==> src/rtl/reorder_buffer.sv <==
// In-order retirement buffer: allocates entries in program order, captures FU results by tag,
// and retires completed head entries one per cycle onto the register file commit port.
module reorder_buffer #(
   parameter int DEPTH     = 16,
   parameter int DATA_W    = 64,
   parameter int REG_IDX_W = 5,
   parameter int TAG_W     = $clog2(DEPTH),
   parameter int CNT_W     = $clog2(DEPTH + 1)
) (
   input  logic                 in_clk,
   input  logic                 in_rst,
   input  logic                 in_d_alloc_valid,
   input  logic                 in_d_has_dst,
   input  logic [REG_IDX_W-1:0] in_d_dst_reg,
   output logic                 out_d_alloc_ready,
   output logic [TAG_W-1:0]     out_d_alloc_tag,
   input  logic [TAG_W-1:0]     in_d_q1_tag,
   input  logic [TAG_W-1:0]     in_d_q2_tag,
   output logic                 out_d_q1_ready,
   output logic                 out_d_q2_ready,
   output logic [DATA_W-1:0]    out_d_q1_value,
   output logic [DATA_W-1:0]    out_d_q2_value,
   input  logic                 in_fu_done_valid,
   input  logic [TAG_W-1:0]     in_fu_done_tag,
   input  logic [DATA_W-1:0]    in_fu_done_value,
   input  logic                 in_flush,
   output logic                 out_regfile_should_commit,
   output logic [DATA_W-1:0]    out_regfile_commit_value,
   output logic [REG_IDX_W-1:0] out_regfile_index,
   output logic [CNT_W-1:0]     out_count
);

   localparam logic [CNT_W-1:0] FULL_CNT = CNT_W'(DEPTH);

   logic [DEPTH-1:0]     valid_q, valid_d;
   logic [DEPTH-1:0]     done_q, done_d;
   logic [DEPTH-1:0]     has_dst_q, has_dst_d;
   logic [REG_IDX_W-1:0] dst_reg_q [DEPTH];
   logic [REG_IDX_W-1:0] dst_reg_d [DEPTH];
   logic [DATA_W-1:0]    value_q [DEPTH];
   logic [DATA_W-1:0]    value_d [DEPTH];
   logic [TAG_W-1:0]     head_q, head_d;
   logic [TAG_W-1:0]     tail_q, tail_d;
   logic [CNT_W-1:0]     count_q, count_d;
   logic                 should_commit_q, should_commit_d;
   logic [DATA_W-1:0]    commit_value_q, commit_value_d;
   logic [REG_IDX_W-1:0] commit_index_q, commit_index_d;
   logic                 do_alloc;
   logic                 do_retire;

   // Ready comes from registered count only, so a same-cycle retire never frees a slot.
   assign out_d_alloc_ready = (count_q != FULL_CNT);
   assign out_d_alloc_tag   = tail_q;
   assign out_count         = count_q;
   assign do_alloc          = in_d_alloc_valid && out_d_alloc_ready;
   assign do_retire         = valid_q[head_q] && done_q[head_q];

   assign out_d_q1_ready = valid_q[in_d_q1_tag] && done_q[in_d_q1_tag];
   assign out_d_q2_ready = valid_q[in_d_q2_tag] && done_q[in_d_q2_tag];
   assign out_d_q1_value = out_d_q1_ready ? value_q[in_d_q1_tag] : '0;
   assign out_d_q2_value = out_d_q2_ready ? value_q[in_d_q2_tag] : '0;

   assign out_regfile_should_commit = should_commit_q;
   assign out_regfile_commit_value  = commit_value_q;
   assign out_regfile_index         = commit_index_q;

   always_comb begin
      valid_d         = valid_q;
      done_d          = done_q;
      has_dst_d       = has_dst_q;
      dst_reg_d       = dst_reg_q;
      value_d         = value_q;
      head_d          = head_q;
      tail_d          = tail_q;
      count_d         = count_q;
      should_commit_d = 1'b0;
      commit_value_d  = '0;
      commit_index_d  = '0;

      if (in_fu_done_valid && valid_q[in_fu_done_tag]) begin
         done_d[in_fu_done_tag]  = 1'b1;
         value_d[in_fu_done_tag] = in_fu_done_value;
      end

      // Retire decision uses registered done, so a same-cycle writeback to the head waits a cycle.
      if (do_retire) begin
         valid_d[head_q] = 1'b0;
         head_d          = head_q + 1'b1;
         should_commit_d = has_dst_q[head_q];
         commit_value_d  = value_q[head_q];
         commit_index_d  = dst_reg_q[head_q];
      end

      if (do_alloc) begin
         valid_d[tail_q]   = 1'b1;
         done_d[tail_q]    = 1'b0;
         has_dst_d[tail_q] = in_d_has_dst;
         dst_reg_d[tail_q] = in_d_dst_reg;
         tail_d            = tail_q + 1'b1;
      end

      case ({do_alloc, do_retire})
         2'b10:   count_d = count_q + 1'b1;
         2'b01:   count_d = count_q - 1'b1;
         default: count_d = count_q;
      endcase

      if (in_flush) begin
         valid_d         = '0;
         head_d          = '0;
         tail_d          = '0;
         count_d         = '0;
         should_commit_d = 1'b0;
         commit_value_d  = '0;
         commit_index_d  = '0;
      end
   end

   always_ff @(posedge in_clk) begin
      if (!in_rst) begin
         valid_q         <= '0;
         done_q          <= '0;
         head_q          <= '0;
         tail_q          <= '0;
         count_q         <= '0;
         should_commit_q <= 1'b0;
         commit_value_q  <= '0;
         commit_index_q  <= '0;
      end else begin
         valid_q         <= valid_d;
         done_q          <= done_d;
         head_q          <= head_d;
         tail_q          <= tail_d;
         count_q         <= count_d;
         should_commit_q <= should_commit_d;
         commit_value_q  <= commit_value_d;
         commit_index_q  <= commit_index_d;
      end
   end

   // Payload fields are only observed behind valid/done, so they carry no reset.
   always_ff @(posedge in_clk) begin
      has_dst_q <= has_dst_d;
      dst_reg_q <= dst_reg_d;
      value_q   <= value_d;
   end

endmodule

==> config.mk <==
export PLATFORM = sky130hd
export DESIGN_NAME = reorder_buffer
export DESIGN_NICKNAME = d
export VERILOG_FILES = /design/src/rtl/reorder_buffer.sv
export SDC_FILE = /design/constraint.sdc
export NUM_CORES = 2
export LEC_CHECK = 0
export CAP_MARGIN = 20
export CORE_ASPECT_RATIO = 0.75
export CORE_UTILIZATION = 55
export CTS_CLUSTER_DIAMETER = 120
export DETAILED_ROUTE_END_ITERATION = 6
export PLACE_DENSITY = 0.84
export SYNTH_ARGS = -nofsm -noshare
export SYNTH_HDL_FRONTEND = slang
export SYNTH_SLANG_ARGS = --single-unit
==> constraint.sdc <==
create_clock -name in_clk -period 4.7 [get_ports in_clk]
set_clock_uncertainty 0.1 [all_clocks]
set_input_delay 0.47 -clock in_clk [delete_from_list [all_inputs] [get_ports in_clk]]
set_output_delay 0.47 -clock in_clk [all_outputs]
set_load 0.005 [all_outputs]
==> metrics.cfg <==
[worst_setup_path]
crit_path_start_kind = register
crit_buf_inv = 2
endpoint_kind = output pin
worstPathCellList = nand2_1 > mux4_2 > mux2_8 > buf_4 > o32ai_1 > clkdlybuf4s50_1
cp_max_fo = 47
critPathLaunch = valid_q[0]$_SDFF_PP0_
r2r_start = head_q[0]$_SDFFE_PP0N_
crit_family = multiplexers
worstSetupPathType = reg2out
worst_path_max_delay_cell = clkdlybuf4s50_1
crit_arrival_ps = 3910
slowest_delay_ps = 620
cp.required_ps = 4130

[worst_hold_path]
worstHoldStart = valid_q[10]$_SDFF_PP0_
hp-class = reg2reg

[synthesis]
ys_seq_area_share_pct = 56.7
ys_seq_elements = 1235
yosysUniqueCellTypes = 41
syn_nets = 3341
syn_inst = 3243
synth_edf_count = 1120
async_flop_share_pct = 0
syn_avg_cell_area_um2 = 19.5
synthFlopType = edfxtp_1
syn_area_um2 = 63400
synth_warnings = 0

[place]
place_congestion = 0.921
postPlaceCellArea_um2 = 68300
dpl_worst_slack_ps = 513
io_buffers = 296
dp_hpwl_mm = 103

[global_routing]
grt_max_degree = 155
grt-ovfl-total = 0
antenna_found_initial = 16
grt_pass1_wl_mm = 267
grt_pass1_vias = 38476
grtUsageTotal_pct = 31.5

[timing]
setup_slack_ps = 215
maxSlewViolCount = 0
hold_viol_final = 0
tns_ps = 0
setup_viol = 0
fin_crit_sh_pct = 95.4
rsz0062_at_grt = no
max_freq_mhz = 223
relSlewSlack_pct = 22.2
tightest_slew_ps = 1170
finalCriticalPeriod_ps = 4480

[status]
outcome = finished clean

[power_and_ir_drop]
switching_share_pct = 21.9
pwr-share-seq_pct = 51.6
power.leakage_nw = 22.6
power_mw = 23.2
pwr-share-comb_pct = 6.4
clockPowerShare_pct = 41.9
p_sw_mw = 5.07
power.internal_mw = 18.1
ir_worst_vdd_uv = 327
p_per_area_nw_per_um2 = 321

[clock_network]
clk_latency_ps = 750
numClockSinks = 1235
holdBufCountCts = 0
cts_made_buffers = 114
cts_tree = yes
cts-root-buf = clkbuf_16
cts_max_path_buffers = 3
path_clk_slew_ps = 70
cts_max_level = 3

[die]
chipHeight_um = 296
dieWidth_um = 394
die_area_um2 = 117000
fp-row-count = 107
core-area_um2 = 114000
initial_core_util_pct = 55.6
num_io_pins = 297

[routing]
drc = 0
viasPerCell = 7.55
dr.pass1.iters = 7
wl_per_cell_um = 35.9
vias = 38419
dr.first_iter.drc_count = 5913
wirelength_mm = 183
drtAntennaViolNets = 0

[final_layout]
design_area_um2 = 72300
area_delta_synth_final_pct = 14.0
drive_gt1_share_pct = 37.4
final_common_cell = edfxtp_1
most-common-layout-cells = edfxtp_1, mux4_2, clkdlybuf4s50_1
nNetsFinal = 3558
finish.utilization_pct = 63.4

[flow_run]
drv_cap = 0

==> metal layers <==
| metal | wire (µm) | global-route usage, % |
|---|---|---|
| met2 | 86200 | 48.1 |
| met1 | 63400 | 43.4 |
| met3 | 26300 | 9.56 |
| met4 | 6790 | 11.4 |
| met5 | 126 | 0 |
==> final cells by class <==
| class | count | area, µm² |
|---|---|---|
| clock inverters | 68 | 800 |
| clock buffers | 149 | 3090 |
| diodes | 4 | 10.0 |
| well taps | 1526 | 1910 |
| inverters | 26 | 98.8 |
| flip-flops and latches | 1235 | 35900 |
| repair buffers | 410 | 4360 |
| multi-input cells | 1673 | 26100 |
| fillers | 7408 | 41700 |
==> cell families after synthesis <==
| kind of cell | after synthesis | synth area share (%) |
|---|---|---|
| AO/OA/AOI/OAI | 199 | 2.47 |
| buffers and inverters | 335 | 2.51 |
| multiplexers | 1140 | 35.7 |
| flip-flops | 1235 | 56.7 |
| AND/OR/NAND/NOR | 314 | 2.32 |
| XOR/XNOR | 9 | 0.124 |
| adder cells (fa/ha/maj) | 11 | 0.217 |
==> worst paths after layout <==
check | end | slack, ps | cells after the start
worst max-delay path | out_d_q2_value[38] | 220 | 6
worst min-delay path | valid_q[10]$_SDFF_PP0_ | 410 | 2
worst max register to register | out_count[4]$_SDFFE_PP0P_ | 750 | 14
worst min register to register | valid_q[10]$_SDFF_PP0_ | 410 | 2
==> what timing repair did <==
item | in CTS | in global routing
gates resized for setup | 0 | 4
setup endpoints to repair | 0 | 3
setup buffers | 0 | 0
==> metrics by stage <==
stage / cells / hold WS (ps)
2_1_floorplan: 3243 / 372
3_3_place_gp: 4869 / 392
3_5_place_dp: 4869 / 397
4_1_cts: 5086 / 405
5_1_grt: 5090 / 436
6_report: 5091 / 408
==> sequential cells by signal, indices dropped and copies added, names as in the netlist <==
| register | cells |
|---|---|
| done_q | 16 |
| dst_reg_q | 80 |
| has_dst_q | 16 |
| head_q | 4 |
| out_count | 5 |
| out_d_alloc_tag | 4 |
| out_regfile_commit_value | 64 |
| out_regfile_index | 5 |
| out_regfile_should_commit | 1 |
| valid_q | 16 |
| value_q | 1024 |
==> tightest hold or removal path, cell delays in order, from the launching register on <==
cell,delay [ps]
dfxtp_1,330
o21ai_0,70
a21oi_1,60
==> power groups by stage <==
stage / clock network (mW) / logic [mW] / registers [mW]
floorplan: 0 / 0.935 / 12.2
global placement: 0 / 1.45 / 12.2
detailed placement: 0 / 1.47 / 12.2
CTS: 9.77 / 1.48 / 12.0
global route: 10.2 / 1.57 / 12.0
finish: 9.71 / 1.49 / 12.0
==> cell usage after synthesis, types with 2 or more instances <==
| cell | number | area share (%) |
|---|---|---|
| xor2_1 | 5 | 0.069 |
| buf_4 | 2 | 0.024 |
| nand3_1 | 24 | 0.19 |
| a21oi_1 | 25 | 0.20 |
| dfxtp_1 | 115 | 3.6 |
| or3_1 | 2 | 0.020 |
| nor2b_1 | 7 | 0.069 |
| buf_2 | 73 | 0.58 |
| edfxtp_1 | 1120 | 53 |
| nor2_1 | 37 | 0.22 |
| mux2_2 | 130 | 2.3 |
| mux4_2 | 872 | 31 |
| inv_1 | 25 | 0.15 |
| o211ai_1 | 3 | 0.036 |
| or3b_2 | 2 | 0.028 |
| o32ai_1 | 128 | 1.8 |
| buf_6 | 30 | 0.53 |
| o211a_1 | 12 | 0.19 |
| a31oi_1 | 2 | 0.020 |
| ha_1 | 11 | 0.22 |
| a22oi_1 | 2 | 0.024 |
| nand2_1 | 155 | 0.92 |
| mux4_1 | 7 | 0.29 |
| xnor2_1 | 4 | 0.055 |
| buf_1 | 42 | 0.25 |
| clkbuf_1 | 161 | 0.95 |
| o21ai_0 | 23 | 0.18 |
| nand4_1 | 6 | 0.059 |
| and3_1 | 70 | 0.69 |
| nand3b_1 | 6 | 0.071 |
| a311o_1 | 2 | 0.032 |
| mux2i_1 | 131 | 2.1 |
(Power assumes the default switching activity.)
